==> config.mk <==
export PLATFORM = sky130hd
export DESIGN_NAME = bpsk_symbol_scheduler
export DESIGN_NICKNAME = d
export VERILOG_FILES = /design/src/rtl/bpsk_symbol_scheduler.sv
export SDC_FILE = /design/constraint.sdc
export NUM_CORES = 1
export LEC_CHECK = 0
export BUFFER_PORTS_ARGS = -buffer_cell sky130_fd_sc_hd__buf_2
export CAP_MARGIN = 5
export CORE_MARGIN = 2
export CORE_UTILIZATION = 54
export CTS_CLUSTER_DIAMETER = 80
export DETAILED_ROUTE_END_ITERATION = 8
export PLACE_DENSITY = 0.85
export SYNTH_ARGS = -nofsm -noshare
export SYNTH_HDL_FRONTEND = slang
export SYNTH_SLANG_ARGS = --single-unit
==> constraint.sdc <==
create_clock -name clk -period 4.1 [get_ports clk]
set_input_delay 0.82 -clock clk [delete_from_list [all_inputs] [get_ports clk]]
set_output_delay 0.82 -clock clk [all_outputs]
set_load 0.05 [all_outputs]
==> src/rtl/bpsk_symbol_scheduler.sv <==
// Frame sequencer for the BPSK modulator: emits the data bit (lfsr) selecting +sin/-sin.
// Latency: first frame bit is registered and appears one clk after start is accepted.
// Backpressure: none; symbol pacing follows sample_en, stop aborts at the next symbol boundary.
//
// Ports:
//   clk, reset_n                 clock, asynchronous active-low reset
//   start, stop                  one-cycle frame request / abort request
//   sample_en                    DDS sample-rate strobe; each bit lasts sps strobes
//   cfg_sps, cfg_pre_len,
//   cfg_payload_len              frame configuration, latched when start is accepted
//   lfsr                         data bit to modulator (1 = +sin); 1 while idle
//   sym_tick                     one-cycle pulse after each symbol boundary in a frame
//   busy, done                   frame in progress / normal-completion pulse
//   bit_count                    symbols completed in the current phase
//
// Optional build macro BPSK_SCHED_DIFF_EN: differentially encode payload bits (DBPSK).
module bpsk_symbol_scheduler #(
  parameter int          CNT_W     = 16,
  parameter int          LEN_W     = 16,
  parameter logic [14:0] LFSR_SEED = 15'h7FFF
) (
  input  logic             clk,
  input  logic             reset_n,
  input  logic             start,
  input  logic             stop,
  input  logic             sample_en,
  input  logic [CNT_W-1:0] cfg_sps,
  input  logic [LEN_W-1:0] cfg_pre_len,
  input  logic [LEN_W-1:0] cfg_payload_len,
  output logic             lfsr,
  output logic             sym_tick,
  output logic             busy,
  output logic             done,
  output logic [LEN_W-1:0] bit_count
);

  typedef enum logic [1:0] {S_IDLE, S_PRE, S_PAY} state_t;

  // An all-zero PRBS15 state would lock up, so it is replaced by 1.
  localparam logic [14:0]      SEED    = (LFSR_SEED == 15'd0) ? 15'd1 : LFSR_SEED;
  localparam logic [CNT_W-1:0] CNT_ONE = 1;
  localparam logic [LEN_W-1:0] LEN_ONE = 1;

  state_t           state_q;
  logic [CNT_W-1:0] cnt_q;
  logic [CNT_W-1:0] sps_q;
  logic [LEN_W-1:0] pre_len_q;
  logic [LEN_W-1:0] pay_len_q;
  logic [LEN_W-1:0] bit_cnt_q;
  logic [14:0]      prbs_q;
  logic             lfsr_q;
  logic             tick_q;
  logic             busy_q;
  logic             done_q;
  logic             stop_pend_q;

  logic boundary;
  logic phase_last;
  logic frame_last;
  logic abort_now;
  logic pay_first_bit;
  logic pay_next_bit;

  assign boundary   = sample_en && (cnt_q == sps_q - CNT_ONE);
  assign phase_last = (state_q == S_PRE) ? (bit_cnt_q == pre_len_q - LEN_ONE)
                                         : (bit_cnt_q == pay_len_q - LEN_ONE);
  // Last symbol of the whole frame: end of payload, or end of preamble with no payload.
  assign frame_last = phase_last && ((state_q == S_PAY) || (pay_len_q == '0));
  // A stop arriving on the boundary cycle itself counts as pending for that boundary.
  assign abort_now  = stop_pend_q || stop;

  // The PRBS register still holds the seed when the payload begins, so d_0 is SEED[14].
  // lfsr_q is 1 in IDLE and holds the last preamble bit at the preamble/payload switch,
  // which is exactly the encoder history e_(-1).
`ifdef BPSK_SCHED_DIFF_EN
  assign pay_first_bit = lfsr_q ^ SEED[14];
  assign pay_next_bit  = lfsr_q ^ prbs_q[13];
`else
  assign pay_first_bit = SEED[14];
  assign pay_next_bit  = prbs_q[13];
`endif

  always_ff @(posedge clk or negedge reset_n) begin
    if (!reset_n) begin
      state_q     <= S_IDLE;
      cnt_q       <= '0;
      sps_q       <= CNT_ONE;
      pre_len_q   <= '0;
      pay_len_q   <= '0;
      bit_cnt_q   <= '0;
      prbs_q      <= SEED;
      lfsr_q      <= 1'b1;
      tick_q      <= 1'b0;
      busy_q      <= 1'b0;
      done_q      <= 1'b0;
      stop_pend_q <= 1'b0;
    end else begin
      tick_q <= 1'b0;
      done_q <= 1'b0;
      case (state_q)
        S_IDLE: begin
          lfsr_q      <= 1'b1;
          busy_q      <= 1'b0;
          bit_cnt_q   <= '0;
          cnt_q       <= '0;
          stop_pend_q <= 1'b0;
          if (start) begin
            sps_q     <= (cfg_sps == '0) ? CNT_ONE : cfg_sps;
            pre_len_q <= cfg_pre_len;
            pay_len_q <= cfg_payload_len;
            prbs_q    <= SEED;
            if (cfg_pre_len != '0) begin
              state_q <= S_PRE;
              busy_q  <= 1'b1;
              lfsr_q  <= 1'b1;
            end else if (cfg_payload_len != '0) begin
              state_q <= S_PAY;
              busy_q  <= 1'b1;
              lfsr_q  <= pay_first_bit;
            end else begin
              done_q  <= 1'b1;
            end
          end
        end

        S_PRE, S_PAY: begin
          if (stop) stop_pend_q <= 1'b1;
          if (sample_en) begin
            if (!boundary) begin
              cnt_q <= cnt_q + CNT_ONE;
            end else begin
              cnt_q  <= '0;
              tick_q <= 1'b1;
              if (frame_last || abort_now) begin
                // Normal completion wins over a coincident stop.
                state_q     <= S_IDLE;
                done_q      <= frame_last;
                busy_q      <= 1'b0;
                lfsr_q      <= 1'b1;
                bit_cnt_q   <= '0;
                stop_pend_q <= 1'b0;
              end else if (phase_last) begin
                state_q   <= S_PAY;
                bit_cnt_q <= '0;
                lfsr_q    <= pay_first_bit;
              end else begin
                bit_cnt_q <= bit_cnt_q + LEN_ONE;
                if (state_q == S_PRE) begin
                  lfsr_q <= ~lfsr_q;
                end else begin
                  prbs_q <= {prbs_q[13:0], prbs_q[14] ^ prbs_q[13]};
                  lfsr_q <= pay_next_bit;
                end
              end
            end
          end
        end

        default: state_q <= S_IDLE;
      endcase
    end
  end

  assign lfsr      = lfsr_q;
  assign sym_tick  = tick_q;
  assign busy      = busy_q;
  assign done      = done_q;
  assign bit_count = bit_cnt_q;

endmodule
# Yosys cells after proc, flatten, opt, wreduce, memory -nomap -nowiden
# Index checks and enable logic that the tools add are counted.
# W data, S select, Z words.
[word_totals]
inputBits = 53
output_inout_bits = 20
register_bits = 102
[classes]
mux = 53
n_bitwise = 2
n_eq_ne = 14
reduce_logical = 18
addsub = 5
[ops]
columns = ["op", "count"]
rows = [
  ["$mux W16", 7],
  ["$mux W15", 6],
  ["$pmux W16 S2", 2],
  ["$eq A16 B16 Y1", 3],
  ["$sub A16 B1 Y16 const B", 3],
  ["$add A16 B1 Y16 const B", 2],
  ["$logic_not A16 Y1", 2],
  ["$reduce_bool A16 Y1", 2],
  ["$pmux W15 S2", 1],
  ["$mux W1", 25],
  ["$mux W2", 7],
  ["$ne A2 B2 Y1 const B", 7],
  ["$pmux W1 S2", 4],
  ["$reduce_and A7 Y1", 1],
  ["$ne A3 B3 Y1 const B", 2],
  ["$reduce_and A5 Y1", 1],
  ["$pmux W2 S2", 1],
  ["$reduce_and A2 Y1", 2],
  ["$reduce_and A4 Y1", 1],
  ["$logic_or A1 B1 Y1", 3],
  ["$reduce_and A3 Y1", 1],
  ["$eq A2 B1 Y1 const B", 1],
  ["$eq A2 B2 Y1 const B", 1],
  ["$logic_and A1 B1 Y1", 2],
  ["5 further kinds", 5],
]

# Longest topological paths before layout
[logic_depth]
word_depth = 9
ltp_mapped = 18

# Worst setup path before layout
# No wires, ideal clock.
[synth_timing]
path_kind = "register to register"
startpoint = "reg state_q[1]"
endpoint = "reg prbs_q[10]"
path_buffers = 6
synth_period_minus_slack_ns = 3.938
t_arrival_ns = 3.857
stages_incl_launch_ff = 19
slack_ns = 0.162
cell_sequence = "dfrtp_1 > inv_1 > ha_1 > buf_6 > buf_4 > buf_2 > buf_2 > mux2i_1 > ha_1 > nor4bb_1 > a32oi_1 > nor4_1 > xnor2_1 > and3b_1 > o2111ai_2 > or4b_1 > buf_2 > buf_6 > a211oi_2"
[synth_between]
elab_chain_len = 6
elab_cells_between_ends = 17
classes_between = "eq/ne: 8; mux: 2; reduce/logical: 7"
[synth_rtl]
columns = ["element", "line", "source"]
rows = [
  ["start: declaration", "44", "state_t state_q;"],
  ["start signal: assignment", "85", "state_q <= S_IDLE;"],
  ["start signal: assignment", "113", "state_q <= S_PRE;"],
  ["start signal: assignment", "117", "state_q <= S_PAY;"],
  ["$eq A2 B1 Y1 / $eq A2 B2 Y1 (equally long branches)", "-", ""],
  ["$mux W1 / $logic_or A1 B1 Y1 (equally long branches)", "65, 68", ""],
  ["$logic_and A1 B1 Y1", "68", "assign frame_last = phase_last && ((state_q == S_PAY) || (pay_len_q == '0));"],
  ["$logic_or A1 B1 Y1", "134", "if (frame_last || abort_now) begin"],
  ["$ne A2 B2 Y1 (no line)", "-", ""],
  ["$reduce_and A7 Y1 (no line)", "-", ""],
  ["end signal: assignment", "151", "prbs_q <= {prbs_q[13:0], prbs_q[14] ^ prbs_q[13]};"],
  ["end: declaration", "50", "logic [14:0] prbs_q;"],
]
# Parallel ways exist; a longest one is shown, timed or not.
# A chain may end at the register's enable or synchronous reset.

# Final worst setup path
[layout_timing]
startpoint = "reg state_q[1]"
endpoint = "reg prbs_q[4]"
# The elaborated chain is that of the path after synthesis.

==> run_results.csv <==
group,metric,value,unit
clock_network,cts-htree-levels,3,
floorplanning,start_util,54.65,%
setup_path,rrSetupSlack,0.17,ns
setup_path,cp-end-kind,"flop",
timing,hold_viol,0,
timing,fin_crit,3.932,ns
synthesis,syn_area,0.006482,sq mm
floorplanning,die-area,0.01290,sq mm
drt,routed_via_density,6.334,
power_and_ir_drop,power.share.sequential,32.7,%
min_path,hp-start,"pre_len_q[15]",
timing,setup-tns-final,0,ns
setup_path,crit_path_max_fanout,15,
clock_network,cts_buffer_depth,2,
setup_path,r2r_cells,13,
drt,firstDrtPassIters,5,
drt,wl,16.63,mm
grt,grt_pass1_wl,27.28,mm
setup_path,crit_type,"flop to flop",
drt,drc_errors,0,
power_and_ir_drop,p_clk_share,15.9,%
synthesis,synth_area_per_cell,9.882,sq um
grt,overflow,0,
setup_path,r2r_end,"prbs_q[4]",
synthesis,yosysWarnings,0,
clock_network,cts_tree,"done",
setup_path,crit_arrival,4.19,ns
placed_design,portBuffers,72,
floorplanning,io_pins,73,
placed_design,placed_area,0.006983,sq mm
clock_network,cts_root_buf,"clkbuf_16",
grt,grt_max_degree,84,
min_path,holdPathEnd,"pre_len_q[15]",
floorplanning,die_h,113.6,microns
timing,setup_viol,0,
clock_network,cts_num_sinks,102,
synthesis,netlist-cell-type-count,70,
setup_path,crit_required,4.36,ns
synthesis,synthFlopType,"dfrtp_1",
synthesis,syn_nets,718,
placed_design,gp_congestion,0.9245,
placed_design,place_inst,854,
final_layout,nNetsFinal,780,
setup_path,reg2reg_from,"state_q[1]",
drt,vias,5511,
grt,antenna_found_initial,1,
final_layout,design_area,0.007331,sq mm
clock_network,ctsHoldBuffers,0,
power_and_ir_drop,p_leak,3.006,nW
drt,drt-wirelength-per-cell,19.11,microns
min_path,min_path_type,"flop to flop",
flow_run,maxCapViolations,0,
clock_network,cts-buffers-inserted,9,
synthesis,ys_ff_latch,102,
grt,grtUsageTotal,26.52,%
drt,drt_iter0_markers,406,
setup_path,crit_start,"state_q[1]",
min_path,min_path_cells,1,
timing,worst_slack,0.1682,ns
timing,tightest_slew,1.172,ns
power_and_ir_drop,combPwrFrac,51.4,%
timing,maxSlewHeadroom,21.86,%
timing,fin_skew,0.005664,ns
grt,grt_pass1_vias,5415,
timing,slew_violations,0,
floorplanning,rows,40,
final_layout,drive_gt1_share,26.97,%
clock_network,path_clk_slew,0.07,ns
placed_design,dp_hpwl,12.05,mm
timing,achievable-frequency,254.3,MHz
power_and_ir_drop,p_switching,2.434,mW
setup_path,cp-start-kind,"flop",
timing,period_share,95.90,%
final_layout,antenna_cells,0,
power_and_ir_drop,power_density,759.4,mW/mm^2
placed_design,dpl_worst_slack,0.05820,ns
final_layout,stdcell_count,870,
floorplanning,core_area,0.01186,sq mm
synthesis,synth_cells,656,
floorplanning,die_w,113.6,microns
power_and_ir_drop,ir_drop,0.3930,mV
power_and_ir_drop,p_int,3.133,mW
power_and_ir_drop,total_power,5.567,mW
drt,ant_nets,0,
synthesis,synth-seq-area-share,39.70,%
synthesis,ys_async_sr_fraction,100.0,%
synthesis,synth_edf_count,0,
final_layout,area_growth,13.09,%
outcome,status,"complete, no violations",
power_and_ir_drop,netSwitchingFraction,43.72,%
clock_network,clkLatencyLatePin,0.36,ns
## worst max path at each step
stage	to	slack, ns
after floorplan	prbs_q[10]	0.16
after global placement	bit_count[13]	0.19
after detailed placement	prbs_q[1]	0.06
after CTS	prbs_q[4]	0.08
after global routing	prbs_q[4]	-0.003
final	prbs_q[4]	0.17
## synth_stat cells, types with 2 or more instances
cell       number  area (sq um)
a211oi_1        7         52.55
a211oi_2        9         112.6
a21oi_1        16         80.08
a221o_1         2         20.02
a311oi_1       15         131.4
a31o_2          2         17.52
a31oi_1         3         18.77
a32oi_1         2         17.52
and2_1          2         12.51
and3_1         15         93.84
and3b_1         2         17.52
and4_1          5         43.79
buf_2           4         20.02
buf_4           2         15.01
buf_6           2         22.52
clkbuf_1       23         86.33
dfrtp_1        85          2127
dfstp_2        17         446.7
ha_1            9         112.6
inv_1          24         90.09
mux2_2         50         563.0
mux2i_1        31         310.3
nand2_1        23         86.33
nand2b_1        2         12.51
nand3_1        29         145.1
nand3b_1        2         15.01
nand4_1         8         50.05
nor2_1         86         322.8
nor2b_1         5         31.28
nor3_1         20         100.1
nor3_2          2         20.02
nor3b_1         4         30.03
nor4_1         20         125.1
nor4b_1         3         26.28
nor4bb_1       16         160.2
o211ai_1        3         22.52
o21ai_0         9         45.04
o22ai_1         7         43.79
o2bb2ai_1       2         17.52
or4_1           4         30.03
or4b_1          3         30.03
xnor2_1        42         367.9
xor2_1         12         105.1
## per-layer routing
metal  vias to the layer above  part of all wire [%]  global-route usage (%)
met3                        36                   6.5                   6.270
li1                       2545                     -                       -
met1                      2734                    41                   33.85
met5                         -                 0.078                       0
met4                         2                   2.6                   8.537
met2                       194                    50                   44.75
## sequential cells by signal, summed over array words and instances, names as in the netlist, 2 cells and up
| name | cells |
|---|---|
| bit_count | 16 |
| cnt_q | 16 |
| pay_len_q | 16 |
| prbs_q | 15 |
| pre_len_q | 16 |
| sps_q | 16 |
| state_q | 2 |
## power by group through the flow
stage | Sequential, mW | Clock [mW] | Combinational (mW)
2_1_floorplan | 1.72 | 0 | 2.19
3_3_place_gp | 1.79 | 0 | 2.69
3_5_place_dp | 1.81 | 0 | 2.79
4_1_cts | 1.80 | 0.904 | 2.81
5_1_grt | 1.87 | 0.948 | 3.13
6_report | 1.82 | 0.886 | 2.86
## cell type report
class                   instances  area, sq um
clock buffers                  10        239.0
clock inverters                 6        68.82
fillers                       958         4531
inverters                      24        90.09
multi-input cells             498         3717
flip-flops and latches        102         2574
well taps                     147        183.9
repair buffers                 83        457.9
## cell usage in the layout (no fill, tap or decap), types with 16 or more instances in the layout
master    netlist  final
buf_2           4     71
dfrtp_1        85     85
dfstp_2        17     17
inv_1          24     24
mux2_2         50     50
mux2i_1        31     31
nand2_1        23     22
nand3_1        29     29
nor2_1         86     86
nor3_1         20     20
nor4_1         20     19
nor4bb_1       16     16
xnor2_1        42     42
## repair_timing
action	in CTS	in global routing
resized for setup	1	5
buffers inserted	0	0
pin swaps	0	1
setup endpoints to repair	2	35
## worst max-delay path, stage by stage, from the launching register on
cell       delay (ns)
dfrtp_1          0.41
inv_1            0.15
ha_2             0.29
mux2i_1          0.31
ha_1             0.28
nor4bb_1         0.33
a32oi_1          0.19
nor4_1           0.35
xnor2_1          0.19
and3b_1          0.23
o2111ai_4        0.13
or4b_1           0.49
buf_4            0.23
a211oi_1         0.26
## cell families (layout without fill, tap and decap cells)
family	Yosys count	count (layout)	synth area share (%)
fa+ha+maj	9	9	1.737
compound gates	94	94	11.62
mux	81	81	13.47
flops	102	102	39.70
buf+inv	56	123	3.667
xor+xnor	54	54	7.296
simple gates	260	260	22.51
## through the flow
step,hold slack (ns),utilization [%]
6_report,0.5140,61.80
5_1_grt,0.5366,61.80
4_1_cts,0.5153,61.56
3_5_place_dp,0.4992,58.87
3_3_place_gp,0.4950,58.87
2_1_floorplan,0.4792,-
Note: power is estimated with default switching activity, not from simulation.
